$ cat config.mk
export PLATFORM = sky130hd
export DESIGN_NAME = ex_hazard_ctrl
export DESIGN_NICKNAME = d
export VERILOG_FILES = /design/src/rtl/ex_hazard_ctrl.sv
export SDC_FILE = /design/constraint.sdc
export NUM_CORES = 1
export LEC_CHECK = 0
export ABC_AREA = 1
export CAP_MARGIN = 20
export CELL_PAD_IN_SITES_DETAIL_PLACEMENT = 0
export CELL_PAD_IN_SITES_GLOBAL_PLACEMENT = 2
export CORE_MARGIN = 2
export CORE_UTILIZATION = 28
export CTS_BUF_LIST = sky130_fd_sc_hd__clkbuf_4
export DETAILED_ROUTE_END_ITERATION = 6
export GPL_TIMING_DRIVEN = 0
export PLACE_DENSITY = 0.91
export SETUP_SLACK_MARGIN = 0.5
export SLEW_MARGIN = 10
export SYNTH_ARGS = -nofsm -noshare
export SYNTH_HDL_FRONTEND = slang
export SYNTH_SLANG_ARGS = --single-unit
export TNS_END_PERCENT = 1
$ cat constraint.sdc
create_clock -name clk -period 4.1 [get_ports clk]
set_input_delay 1.025 -clock clk [delete_from_list [all_inputs] [get_ports clk]]
set_output_delay 1.025 -clock clk [all_outputs]
set_load 0.01 [all_outputs]
$ cat src/rtl/ex_hazard_ctrl.sv
// ex_hazard_ctrl: forwarding selects, stall/flush sequencing and stall
// counter for pre-execute; `EX_HAZARD_MULDIV_EN adds the mul/div wait path.
module ex_hazard_ctrl #(
  parameter int REG_BITS = 5,
  parameter int CNT_W = 32
) (
  input  logic                clk,
  input  logic                rst,
  input  logic                clkEn,
  input  logic                idValid,
  input  logic                idUsesRs1,
  input  logic                idUsesRs2,
  input  logic                idIsMulti,
  input  logic [REG_BITS-1:0] idRs1,
  input  logic [REG_BITS-1:0] idRs2,
  input  logic                exValid,
  input  logic                exWrites,
  input  logic                exIsLoad,
  input  logic [REG_BITS-1:0] exRd,
  input  logic                memValid,
  input  logic                memWrites,
  input  logic [REG_BITS-1:0] memRd,
  input  logic                wbValid,
  input  logic                wbWrites,
  input  logic [REG_BITS-1:0] wbRd,
  input  logic                redirect,
  input  logic                mdDone,
  output logic [1:0]          fwdSel1,
  output logic [1:0]          fwdSel2,
  output logic [2:0]          stall,
  output logic [2:0]          flush,
  output logic                mdStart,
  output logic                mdAbort,
  output logic [1:0]          state,
  output logic [CNT_W-1:0]    stallCount
);

  typedef enum logic [1:0] {
    RUN      = 2'd0,
    MD_WAIT  = 2'd1,
    REDIRECT = 2'd2
  } state_t;

  state_t st_q, st_d;
  logic [CNT_W-1:0] cnt_q;
  logic md_req, md_start, md_abort;
  logic ex1, mem1, wb1, ex2, mem2, wb2;
  logic load_use;

  assign ex1  = exValid & exWrites & (exRd == idRs1)
              & (idRs1 != '0) & idUsesRs1;
  assign mem1 = memValid & memWrites & (memRd == idRs1)
              & (idRs1 != '0) & idUsesRs1;
  assign wb1  = wbValid & wbWrites & (wbRd == idRs1)
              & (idRs1 != '0) & idUsesRs1;
  assign ex2  = exValid & exWrites & (exRd == idRs2)
              & (idRs2 != '0) & idUsesRs2;
  assign mem2 = memValid & memWrites & (memRd == idRs2)
              & (idRs2 != '0) & idUsesRs2;
  assign wb2  = wbValid & wbWrites & (wbRd == idRs2)
              & (idRs2 != '0) & idUsesRs2;

  function automatic logic [1:0] fsel(input logic e,
                                      input logic m,
                                      input logic w);
    if (e)      return 2'd1;
    else if (m) return 2'd2;
    else if (w) return 2'd3;
    else        return 2'd0;
  endfunction

  assign fwdSel1  = fsel(ex1, mem1, wb1);
  assign fwdSel2  = fsel(ex2, mem2, wb2);
  assign load_use = idValid & exIsLoad & (ex1 | ex2);

`ifdef EX_HAZARD_MULDIV_EN
  assign md_req  = idValid & idIsMulti;
  assign mdStart = md_start & clkEn;
  assign mdAbort = md_abort & clkEn;
`else
  logic unused_md;
  assign unused_md = idIsMulti ^ mdDone ^ md_start ^ md_abort;
  assign md_req  = 1'b0;
  assign mdStart = 1'b0;
  assign mdAbort = 1'b0;
`endif

  always_comb begin
    st_d     = st_q;
    stall    = 3'b000;
    flush    = 3'b000;
    md_start = 1'b0;
    md_abort = 1'b0;
    unique case (st_q)
      RUN: begin
        if (redirect) begin
          flush = 3'b110;
          st_d  = REDIRECT;
        end else if (load_use) begin
          stall = 3'b110;
          flush = 3'b001;
        end else if (md_req) begin
          md_start = 1'b1;
          stall    = 3'b110;
          flush    = 3'b001;
          st_d     = MD_WAIT;
        end
      end
`ifdef EX_HAZARD_MULDIV_EN
      MD_WAIT: begin
        if (redirect) begin
          md_abort = 1'b1;
          flush    = 3'b110;
          st_d     = REDIRECT;
        end else if (mdDone) begin
          st_d = RUN;
        end else begin
          stall = 3'b110;
          flush = 3'b001;
        end
      end
`endif
      REDIRECT: begin
        if (redirect) begin
          flush = 3'b110;
        end else begin
          flush = 3'b100;
          st_d  = RUN;
        end
      end
      default: st_d = RUN;
    endcase
  end

  always_ff @(posedge clk or negedge rst) begin
    if (!rst) begin
      st_q  <= RUN;
      cnt_q <= '0;
    end else if (clkEn) begin
      st_q <= st_d;
      if (stall[1] && !(&cnt_q))
        cnt_q <= cnt_q + 1'b1;
    end
  end

  assign state      = st_q;
  assign stallCount = cnt_q;

endmodule

==> out/metrics.yaml, run 1 <==
worst_hold_path:
  min_path_cells: 1
  hp-class: "register to register"
cts:
  cts_buffer_depth: 2
  ctsHoldBuffers: 0
  htree_levels: 2
  cts_buffers: 5
  clockRootBuffer: "clkbuf_4"
  clk_latency_ns: 0.36
  clock-sinks: 33
  cts_tree: "done"
  clk_pin_slew_ns: 0.12
route:
  dr.pass1.iters: 4
  wl_per_cell_um: 13.13
  drc: 0
  viasPerCell: 4.444
  antenna_left: 0
  vias: 2853
  drt-initial-drc-count: 124
  wl_um: 8432
sta:
  final.setup.tns_ns: 0
  setup_slack_ns: 0.3702
  skew_ns: 0.01547
  hold_ws_ns: 0.5372
  min_period_ns: 3.730
  timing.final.crit_share: 0.9097
  setup_viol: 0
  hold_violations: 0
  drv_slew: 0
  rsz0062_at_grt: "yes"
  slew_headroom: 0.4776
  worst_pin_slew_ns: 0.7837
  fmax_mhz: 268.1
power:
  p_total_uw: 708.3
  p_int_uw: 484.1
  irDropWorstVdd_v: 0.00009581
  switching_share: 0.3165
  p_per_area_nw_per_um2: 181.1
  switchingPower_uw: 224.2
  leakage_nw: 1.760
  clkPwrFrac: 0.274
  share_comb_of_total_power: 0.246
  pwr-share-seq: 0.480
final_layout:
  fillers: 1068
  antennaDiodeCount: 0
  nets: 553
  drive_above_1_share: 0.1081
  instances_no_fill: 642
  final_area_um2: 3910
  areaGrowthSynthToFinish_pct: 38.58
  final_util: 0.4000
global_routing:
  grt_pass1_vias: 2797
  grt_max_degree: 34
  grt_util_all_layers: 0.1607
  antenna_found_initial: 0
  grt_first_pass_wirelength_um: 14140
  grt-ovfl-total: 0
die:
  die_area_um2: 10900
  die_x_um: 104.4
  start_util: 0.2887
  dieHeight_um: 104.4
  ios: 87
  core_um2: 9774
  num_rows: 36
logic_synthesis:
  synth_cell_types: 35
  ys_ff_latch: 33
  syn_area_per_cell_um2: 6.815
  synth_xor_area_frac: 0.1180
  synth_mux_area_frac: 0
  synthAdderAreaFrac: 0.01774
  ys_seq_area_frac: 0.2927
  synthSimpleGateAreaFrac: 0.4022
  netlist_area_um2: 2821
  synth_top_family_by_area: "simple AND/OR/NAND/NOR gates"
  yosysWarningCount: 0
  synth_compound_area_frac: 0.04922
  synthCells: 414
setup_path:
  critPathArrivalTime_ns: 2.70
  path_class: "input port to output pin"
  worstPathRequired_ns: 3.07
  reg2regPathDepth: 11
  start_kind: "input port"
  critPathCaptureType: "output pin"
  cp_max_fo: 3
place:
  dp_hpwl_um: 6626
  dp_worst_setup_slack_ns: -0.3099
  gp_congestion: 0.8751
  dpl_cell_area_um2: 3795
  place_inst: 630
  io_buffers: 80
run_status:
  outcome: "completed"
run:
  cap_violations: 0
-- registers in the layout (all words and copies together) (netlist names) --
name,cells
stallCount,32
state,1
-- cells in the mapped netlist --
master	count	area share
nand2_1	99	0.13
nor2_1	62	0.082
inv_1	57	0.076
dfrtp_1	33	0.29
xnor2_1	27	0.084
nand4_1	26	0.058
nand3_1	15	0.027
o21ai_1	15	0.027
xor2_1	11	0.034
nor3_1	10	0.018
nor2_2	8	0.018
buf_4	7	0.019
o21ai_0	5	0.0089
ha_1	4	0.018
inv_2	4	0.0053
buf_6	3	0.012
clkinv_1	3	0.0040
nand3_4	3	0.019
nor2_4	3	0.012
nand2_2	2	0.0044
nor3_2	2	0.0071
nor4_1	2	0.0044
a21boi_0	1	0.0027
a21boi_1	1	0.0027
a31oi_1	1	0.0022
buf_1	1	0.0013
buf_2	1	0.0018
conb_1	1	0.0013
nand2_4	1	0.0040
nand2_8	1	0.0071
nand3b_1	1	0.0027
nor3_4	1	0.0058
o2111ai_1	1	0.0031
o21ai_2	1	0.0031
or2_2	1	0.0022
-- kinds of logic (layout without fill, tap and decap cells) --
| logic type | Yosys count | after routing |
|---|---|---|
| compound gates | 25 | 25 |
| xor+xnor | 38 | 38 |
| fa+ha+maj | 4 | 4 |
| buf+inv | 76 | 168 |
| flops | 33 | 33 |
| other cells | 1 | 4 |
| simple gates | 237 | 237 |
-- power groups by stage --
stage	Combinational, mW	Sequential (mW)	Clock, mW
finish	0.174	0.340	0.194
global route	0.193	0.341	0.220
CTS	0.177	0.340	0.203
detailed placement	0.175	0.347	0
global placement	0.173	0.346	0
floorplan	0.0756	0.348	0
-- layout make-up --
type	instances	area (um^2)	area share
Multi-Input combinational cell	308	1704	0.4358
Sequential cell	33	825.8	0.2112
Timing Repair Buffer	84	823.3	0.2106
Inverter	64	240.2	0.06144
Tap cell	133	166.4	0.04256
Buffer	12	95.09	0.02432
Clock buffer	5	37.54	0.009600
Clock inverter	3	17.52	0.004480
-- path summary, 6_finish.rpt --
kind                                  end      startpoint  slack, ns
max reg2reg                stallCount[30]   stallCount[0]       2.16
max                              stall[1]         exRd[3]       0.37
max in group asynchronous  stallCount[25]             rst       2.86
min reg2reg                stallCount[10]  stallCount[10]       0.54
min in group asynchronous   stallCount[9]             rst       0.73
min                        stallCount[10]  stallCount[10]       0.54
-- worst max-delay path, stage by stage --
cell	delay, ns
clkdlybuf4s50_1	0.50
inv_1	0.06
a21boi_1	0.12
nand2_1	0.08
nor2_1	0.12
nand2_2	0.10
a21boi_4	0.19
buf_4	0.15
buf_4	0.09
dlygate4sd2_1	0.26
-- cell usage in the layout (no fill, tap or decap), types with 2 or more instances in the layout --
| master | count |
|---|---|
| xnor2_1 | 27 |
| dlygate4sd2_1 | 12 |
| buf_4 | 11 |
| nor2_1 | 62 |
| buf_6 | 3 |
| buf_2 | 2 |
| conb_1 | 4 |
| inv_1 | 57 |
| o21ai_0 | 5 |
| nand3_1 | 15 |
| o21ai_1 | 15 |
| dfrtp_1 | 33 |
| nand2_1 | 99 |
| nor2_2 | 7 |
| nor3_1 | 8 |
| inv_2 | 4 |
| nor3_2 | 4 |
| xor2_1 | 11 |
| nand3_4 | 3 |
| nor2_4 | 4 |
| clkinv_2 | 2 |
| clkinv_1 | 3 |
| nand4_1 | 26 |
| clkbuf_4 | 5 |
| clkdlybuf4s50_1 | 62 |
| dlymetal6s2s_1 | 5 |
| ha_1 | 4 |
| nand2_2 | 2 |
-- what timing repair did --
item                                    CTS  global route
gates resized for setup                  17             7
pin swaps                                 3             1
endpoints found under the setup margin    7             8
buffers inserted                          3             1
-- metal layers --
| layer | wire [um] | global-route usage | share of wire | up-vias |
|---|---|---|---|---|
| li1 | - | - | - | 1487 |
| met1 | 3837 | 0.2104 | 0.46 | 1286 |
| met2 | 4096 | 0.2768 | 0.49 | 72 |
| met3 | 392 | 0.02444 | 0.046 | 8 |
| met4 | 105 | 0.03861 | 0.012 | 0 |
| met5 | 0 | 0 | 0 | - |
(Power assumes the default switching activity.)
==> inputs of run 2 (changes only) <==
--- a/config.mk
+++ b/config.mk
@@ -20,4 +20,4 @@
 export SYNTH_ARGS = -nofsm -noshare
 export SYNTH_HDL_FRONTEND = slang
 export SYNTH_SLANG_ARGS = --single-unit
-export TNS_END_PERCENT = 1
+export TNS_END_PERCENT = 100
==> run 2 against run 1 <==
Net effect:
- non-clock buffer count rose by 1
- worst hold slack gained 0.0015 ns
- combinational power about the same
- first-iteration DRC count is 2.4% higher
- critical path depth stayed put
- design area increased by 0.42%
- core utilization rose by 0.17 points
- clock skew is essentially flat
- power rose by 0.31%
- flip-flop and latch count unchanged
- global-route usage is 0.053 points lower
==> out/metrics.yaml, run 2 (synthesized netlist as in run 1, its figures left out) <==
run_status:
  outcome: "completed"  # unchanged
setup_path:
  path_class: "input port to output pin"  # unchanged
  critPathCaptureType: "output pin"  # unchanged
  cp_max_fo: 3  # unchanged
  crit_path_top_delay_cell: "clkdlybuf4s50_1"  # unchanged
  critPathArrivalTime_ns: 2.47  # was 2.70 ns
  path_buf_inv: 4  # was 5
  start_kind: "input port"  # unchanged
  rrSetupSlack_ns: 2.16  # about the same
  worstPathRequired_ns: 3.07  # about the same
  worstPathCellList: "clkdlybuf4s50_1 > nand2_2 > nor2_1 > nand2_1 > nor2_1 > nand2_2 > a21boi_4 > buf_6 > buf_4 > clkbuf_2"  # was clkdlybuf4s50_1 > inv_1 > a21boi_1 > nand2_1 > nor2_1 > nand2_2 > a21boi_4 > buf_4 > buf_4 > dlygate4sd2_1
  critPathTopFamily: "buffers and inverters"  # unchanged
  slowest_delay_ns: 0.47  # was 0.50 ns
cts:
  htree_levels: 2  # unchanged
  cts_buffer_depth: 2  # unchanged
  cts_tree: "done"  # unchanged
  ctsHoldBuffers: 0  # unchanged
  clk_latency_ns: 0.36  # about the same
  clockRootBuffer: "clkbuf_4"  # unchanged
  clk_pin_slew_ns: 0.12  # about the same
  cts_buffers: 5  # unchanged
  clock-sinks: 33  # unchanged
sta:
  hold_ws_ns: 0.5387  # was 0.5372 ns
  timing.final.crit_share: 0.8530  # was 0.9097
  hold_violations: 0  # unchanged
  fmax_mhz: 285.9  # was 268.1 MHz
  min_period_ns: 3.497  # was 3.730 ns
  skew_ns: 0.01503  # was 0.01547 ns
  drv_slew: 0  # unchanged
  setup_slack_ns: 0.6026  # was 0.3702 ns
  worst_pin_slew_ns: 0.7798  # was 0.7837 ns
  slew_headroom: 0.4801  # was 0.4776
  rsz0062_at_grt: "no"  # was yes
  setup_viol: 0  # unchanged
die:
  core_um2: 9774  # unchanged
  die_area_um2: 10900  # unchanged
  start_util: 0.2887  # unchanged
  num_rows: 36  # unchanged
  dieHeight_um: 104.4  # unchanged
  die_x_um: 104.4  # unchanged
  ios: 87  # unchanged
route:
  wl_um: 8480  # was 8432 um
  dr.pass1.iters: 4  # unchanged
  viasPerCell: 4.487  # was 4.444
  drc: 0  # unchanged
  wl_per_cell_um: 13.19  # was 13.13 um
  antenna_left: 0  # unchanged
  vias: 2885  # was 2853
  drt-initial-drc-count: 127  # was 124
power:
  p_per_area_nw_per_um2: 180.9  # was 181.1 nW/um^2
  irDropWorstVdd_v: 0.00009583  # was 0.00009581 V
  leakage_nw: 1.744  # was 1.760 nW
global_routing:
  antenna_found_initial: 0  # unchanged
  grt_util_all_layers: 0.1602  # was 0.1607
  grt-ovfl-total: 0  # unchanged
  grt_first_pass_wirelength_um: 14120  # was 14140 um
  grt_pass1_vias: 2808  # was 2797
  grt_max_degree: 34  # unchanged
final_layout:
  areaGrowthSynthToFinish_pct: 39.16  # was 38.58%
  largest_register_ffs: 32  # unchanged
  final_cell_mix: "98 x nand2_1, 60 x nor2_1, 57 x inv_1"  # was 99 x nand2_1, 62 x nor2_1, 62 x clkdlybuf4s50_1
  fillers: 1073  # was 1068
  drive_above_1_share: 0.1314  # was 0.1081
  final_common_cell: "nand2_1"  # unchanged
  antennaDiodeCount: 0  # unchanged
  nets: 554  # was 553
place:
  io_buffers: 80  # unchanged
  gp_congestion: 0.8751  # unchanged
  dp_hpwl_um: 6626  # unchanged
  dp_worst_setup_slack_ns: -0.3099  # unchanged
worst_hold_path:
  hp-class: "register to register"  # unchanged
run:
  cap_violations: 0  # unchanged
==> run 2: cell types whose count changed in the layout (fill, tap and decap cells not counted), moves of 2 or more <==
| cell | delta |
|---|---|
| dlymetal6s2s_1 | -2 |
| clkbuf_2 | +3 |
| nor2_1 | -2 |
| clkdlybuf4s50_1 | -9 |
| dlygate4sd2_1 | +6 |
==> run 2: stage by stage <==
stage | power, mW | TNS (ns) | util | instances | area (um^2)
6_report | 0.7104 | 0 | 0.4017 | 643 | 3926
4_1_cts | 0.7182 | 0 | 0.3989 | 642 | 3899
5_1_grt | 0.7543 | 0 | 0.4017 | 643 | 3926
3_3_place_gp | 0.5197 | -0.8314 | 0.3888 | 630 | 3800
2_1_floorplan | 0.4239 | 0 | - | 417 | 2833
3_5_place_dp | 0.5215 | -0.8346 | 0.3882 | 630 | 3795
==> run 2: power breakdown <==
group / switching (mW) / leakage, nW / internal, mW
Sequential: 0.00855 / 0.443 / 0.331
Clock: 0.131 / 0.0310 / 0.0647
Combinational: 0.0892 / 1.27 / 0.0856
==> run 2: repair_timing <==
item,in CTS,in global routing
setup endpoints to repair,7,7
resized for setup,41,13
buffers inserted,4,1
pin swaps,5,5
==> run 2: area by class of cell <==
class | count | area [um^2] | share of cell area
Tap cell | 133 | 166.4 | 0.04238
Sequential cell | 33 | 825.8 | 0.2103
Timing Repair Buffer | 85 | 803.3 | 0.2046
Clock inverter | 3 | 17.52 | 0.004461
Buffer | 12 | 95.09 | 0.02422
Multi-Input combinational cell | 308 | 1740 | 0.4433
Clock buffer | 5 | 37.54 | 0.009560
Inverter | 64 | 240.2 | 0.06119
==> run 2: per-layer routing <==
layer / vias to the layer above / GRT usage / wire length, um / part of all wire
met2: 73 / 0.2754 / 4105 / 0.48
met5: - / 0 / 0 / 0
met3: 8 / 0.02444 / 398 / 0.047
met1: 1315 / 0.2100 / 3870 / 0.46
met4: 0 / 0.03861 / 106 / 0.013
li1: 1489 / - / - / -
==> run 2: path summary, 6_finish.rpt <==
check / from / endpoint / depth (start not counted)
worst min-delay path: stallCount[11] / stallCount[11] / 1
worst max-delay path: exValid / stall[1] / 10
worst min register to register: stallCount[11] / stallCount[11] / 1
min in group asynchronous: rst / stallCount[9] / 1
worst max register to register: stallCount[0] / stallCount[30] / 11
max in group asynchronous: rst / stallCount[25] / 1
==> run 2: worst reg2reg max path, cell delays in order, from the launching register on <==
cell	delay, ns
dfrtp_1	0.44
ha_1	0.26
nand2_1	0.09
nor2_2	0.11
nand2_1	0.10
nor2_4	0.18
nand3_4	0.15
nand3_4	0.19
buf_6	0.18
nor2_2	0.04
nand2_1	0.05
nand2_1	0.05
==> inputs of run 3 (changes only) <==
--- a/config.mk
+++ b/config.mk
@@ -14,7 +14,7 @@
 export CTS_BUF_LIST = sky130_fd_sc_hd__clkbuf_4
 export DETAILED_ROUTE_END_ITERATION = 6
 export GPL_TIMING_DRIVEN = 0
-export PLACE_DENSITY = 0.91
+export PLACE_DENSITY_LB_ADDON = 0.1
 export SETUP_SLACK_MARGIN = 0.5
 export SLEW_MARGIN = 10
 export SYNTH_ARGS = -nofsm -noshare
==> run 3 against run 2 <==
Net effect:
- flip-flop and latch count is the same
- clock-buffer cell count grew 1
- clock skew grew 0.0032 ns
- design area grew 2.1%
- worst setup slack lost 0.028 ns
- combinational power grew 3%
- largest power group unchanged
- highest routed layer unchanged
==> out/metrics.yaml, run 3 (synthesized netlist as in run 1, its figures left out) <==
die:
  ios: 87  # unchanged
  die_area_um2: 10900  # unchanged
  dieHeight_um: 104.4  # unchanged
  core_um2: 9774  # unchanged
  start_util: 0.2887  # unchanged
  num_rows: 36  # unchanged
  die_x_um: 104.4  # unchanged
final_layout:
  final_util: 0.4103  # was 0.4017
  areaGrowthSynthToFinish_pct: 42.13  # was 39.16%
  nets: 556  # was 554
  final_cell_mix: "98 x nand2_1, 58 x nor2_1, 57 x inv_1"  # was 98 x nand2_1, 60 x nor2_1, 57 x inv_1
  final_common_cell: "nand2_1"  # unchanged
  largest_register_ffs: 32  # unchanged
  drive_above_1_share: 0.1328  # was 0.1314
  antennaDiodeCount: 0  # unchanged
power:
  irDropWorstVdd_v: 0.00009296  # was 0.00009583 V
  switchingPower_uw: 225.3  # was 228.9 uW
  switching_share: 0.2888  # was 0.3222
  leakage_nw: 1.821  # was 1.744 nW
  p_per_area_nw_per_um2: 194.5  # was 180.9 nW/um^2
  p_total_uw: 780.1  # was 710.4 uW
  pwr-share-seq: 0.435  # was 0.478
  clkPwrFrac: 0.334  # was 0.276
  share_comb_of_total_power: 0.231  # was 0.246
  p_int_uw: 554.8  # was 481.6 uW
setup_path:
  critPathCaptureType: "output pin"  # unchanged
  worstPathRequired_ns: 3.07  # about the same
  start_kind: "input port"  # unchanged
  critPathArrivalTime_ns: 2.50  # was 2.47 ns
  path_class: "input port to output pin"  # unchanged
  cp_max_fo: 2  # was 3
  reg2regPathDepth: 11  # unchanged
route:
  dr.pass1.iters: 4  # unchanged
  wl_um: 8943  # was 8480 um
  antenna_left: 0  # unchanged
  drc: 0  # unchanged
  drt-initial-drc-count: 95  # was 127
  viasPerCell: 4.423  # was 4.487
  wl_per_cell_um: 13.87  # was 13.19 um
  vias: 2853  # was 2885
cts:
  clk_pin_slew_ns: 0.12  # about the same
  cts_buffer_depth: 2  # unchanged
  cts_tree: "done"  # unchanged
  htree_levels: 2  # unchanged
  cts_buffers: 5  # unchanged
  ctsHoldBuffers: 0  # unchanged
  clockRootBuffer: "clkbuf_4"  # unchanged
  clk_latency_ns: 0.35  # was 0.36 ns
  clock-sinks: 33  # unchanged
global_routing:
  grt_pass1_vias: 2780  # was 2808
  grt_first_pass_wirelength_um: 14660  # was 14120 um
  grt_util_all_layers: 0.1677  # was 0.1602
  grt-ovfl-total: 0  # unchanged
  grt_max_degree: 18  # was 34
  antenna_found_initial: 0  # unchanged
sta:
  drv_slew: 0  # unchanged
  skew_ns: 0.01819  # was 0.01503 ns
  hold_violations: 0  # unchanged
  setup_viol: 0  # unchanged
  timing.final.crit_share: 0.8597  # was 0.8530
  fmax_mhz: 283.7  # was 285.9 MHz
  worst_pin_slew_ns: 0.6097  # was 0.7798 ns
  min_period_ns: 3.525  # was 3.497 ns
  rsz0062_at_grt: "yes"  # was no
  slew_headroom: 0.5936  # was 0.4801
worst_hold_path:
  hp-class: "register to register"  # unchanged
  min_path_cells: 1  # unchanged
run:
  cap_violations: 0  # unchanged
place:
  dp_hpwl_um: 7198  # was 6626 um
  io_buffers: 80  # unchanged
  gp_congestion: 0.8383  # was 0.8751
run_status:
  outcome: "completed"  # unchanged
## run 3: worst paths after layout
check	start	to	slack, ns
setup / recovery	wbRd[3]	fwdSel1[1]	0.58
hold / removal	stallCount[10]	stallCount[10]	0.54
setup reg to reg	stallCount[0]	stallCount[30]	2.18
hold reg to reg	stallCount[10]	stallCount[10]	0.54
max in group asynchronous	rst	stallCount[21]	3.04
min in group asynchronous	rst	stallCount[13]	0.62
## run 3: final cells by class
type | instances | area, um^2
Buffer | 12 | 98.84
Clock buffer | 6 | 45.04
Clock inverter | 2 | 33.78
Fill cell | 1086 | 5764
Inverter | 64 | 240.2
Multi-Input combinational cell | 308 | 1739
Sequential cell | 33 | 825.8
Tap cell | 133 | 166.4
Timing Repair Buffer | 87 | 860.8
## run 3: metal layers
metal,up-vias,share of wire,track usage
met5,-,0,0
met4,0,0.0068,0.02799
met3,6,0.044,0.03321
met2,67,0.45,0.2680
met1,1290,0.50,0.2371
li1,1490,-,-
## run 3: critical path, stage by stage
cell and delay (ns):
clkdlybuf4s50_1 0.55, xnor2_1 0.14, inv_1 0.09, nor3_4 0.21, a31oi_1 0.11, nor2_1 0.10
dlygate4sd2_1 0.28
## run 3: per-stage QoR
stage               area [um^2]  setup TNS, ns  std cells  hold WS [ns]  setup slack [ns]
floorplan                  2833              0        417        0.5427            0.9230
global route               4010              0        645        0.5692            0.4833
finish                     4010              0        645        0.5377            0.5751
global placement           3800        -0.7666        630        0.5182           -0.2812
detailed placement         3822        -0.8080        631        0.5266           -0.2986
CTS                        3934              0        642        0.5479            0.4632
## run 3: repair_timing
item / 4_1_cts / 5_1_grt
setup endpoints to repair: 7 / 7
buffers inserted: 3 / 3
pin swaps: 3 / 9
endpoints found under the hold margin: 0 / 0
gates resized for setup: 27 / 25
cloned: 0 / 0
## run 3: power groups by stage
stage	sequential, mW	combinational, mW	clock (mW)
finish	0.340	0.180	0.261
CTS	0.340	0.179	0.272
floorplan	0.348	0.0756	0
detailed placement	0.346	0.178	0
global route	0.342	0.198	0.281
global placement	0.346	0.175	0
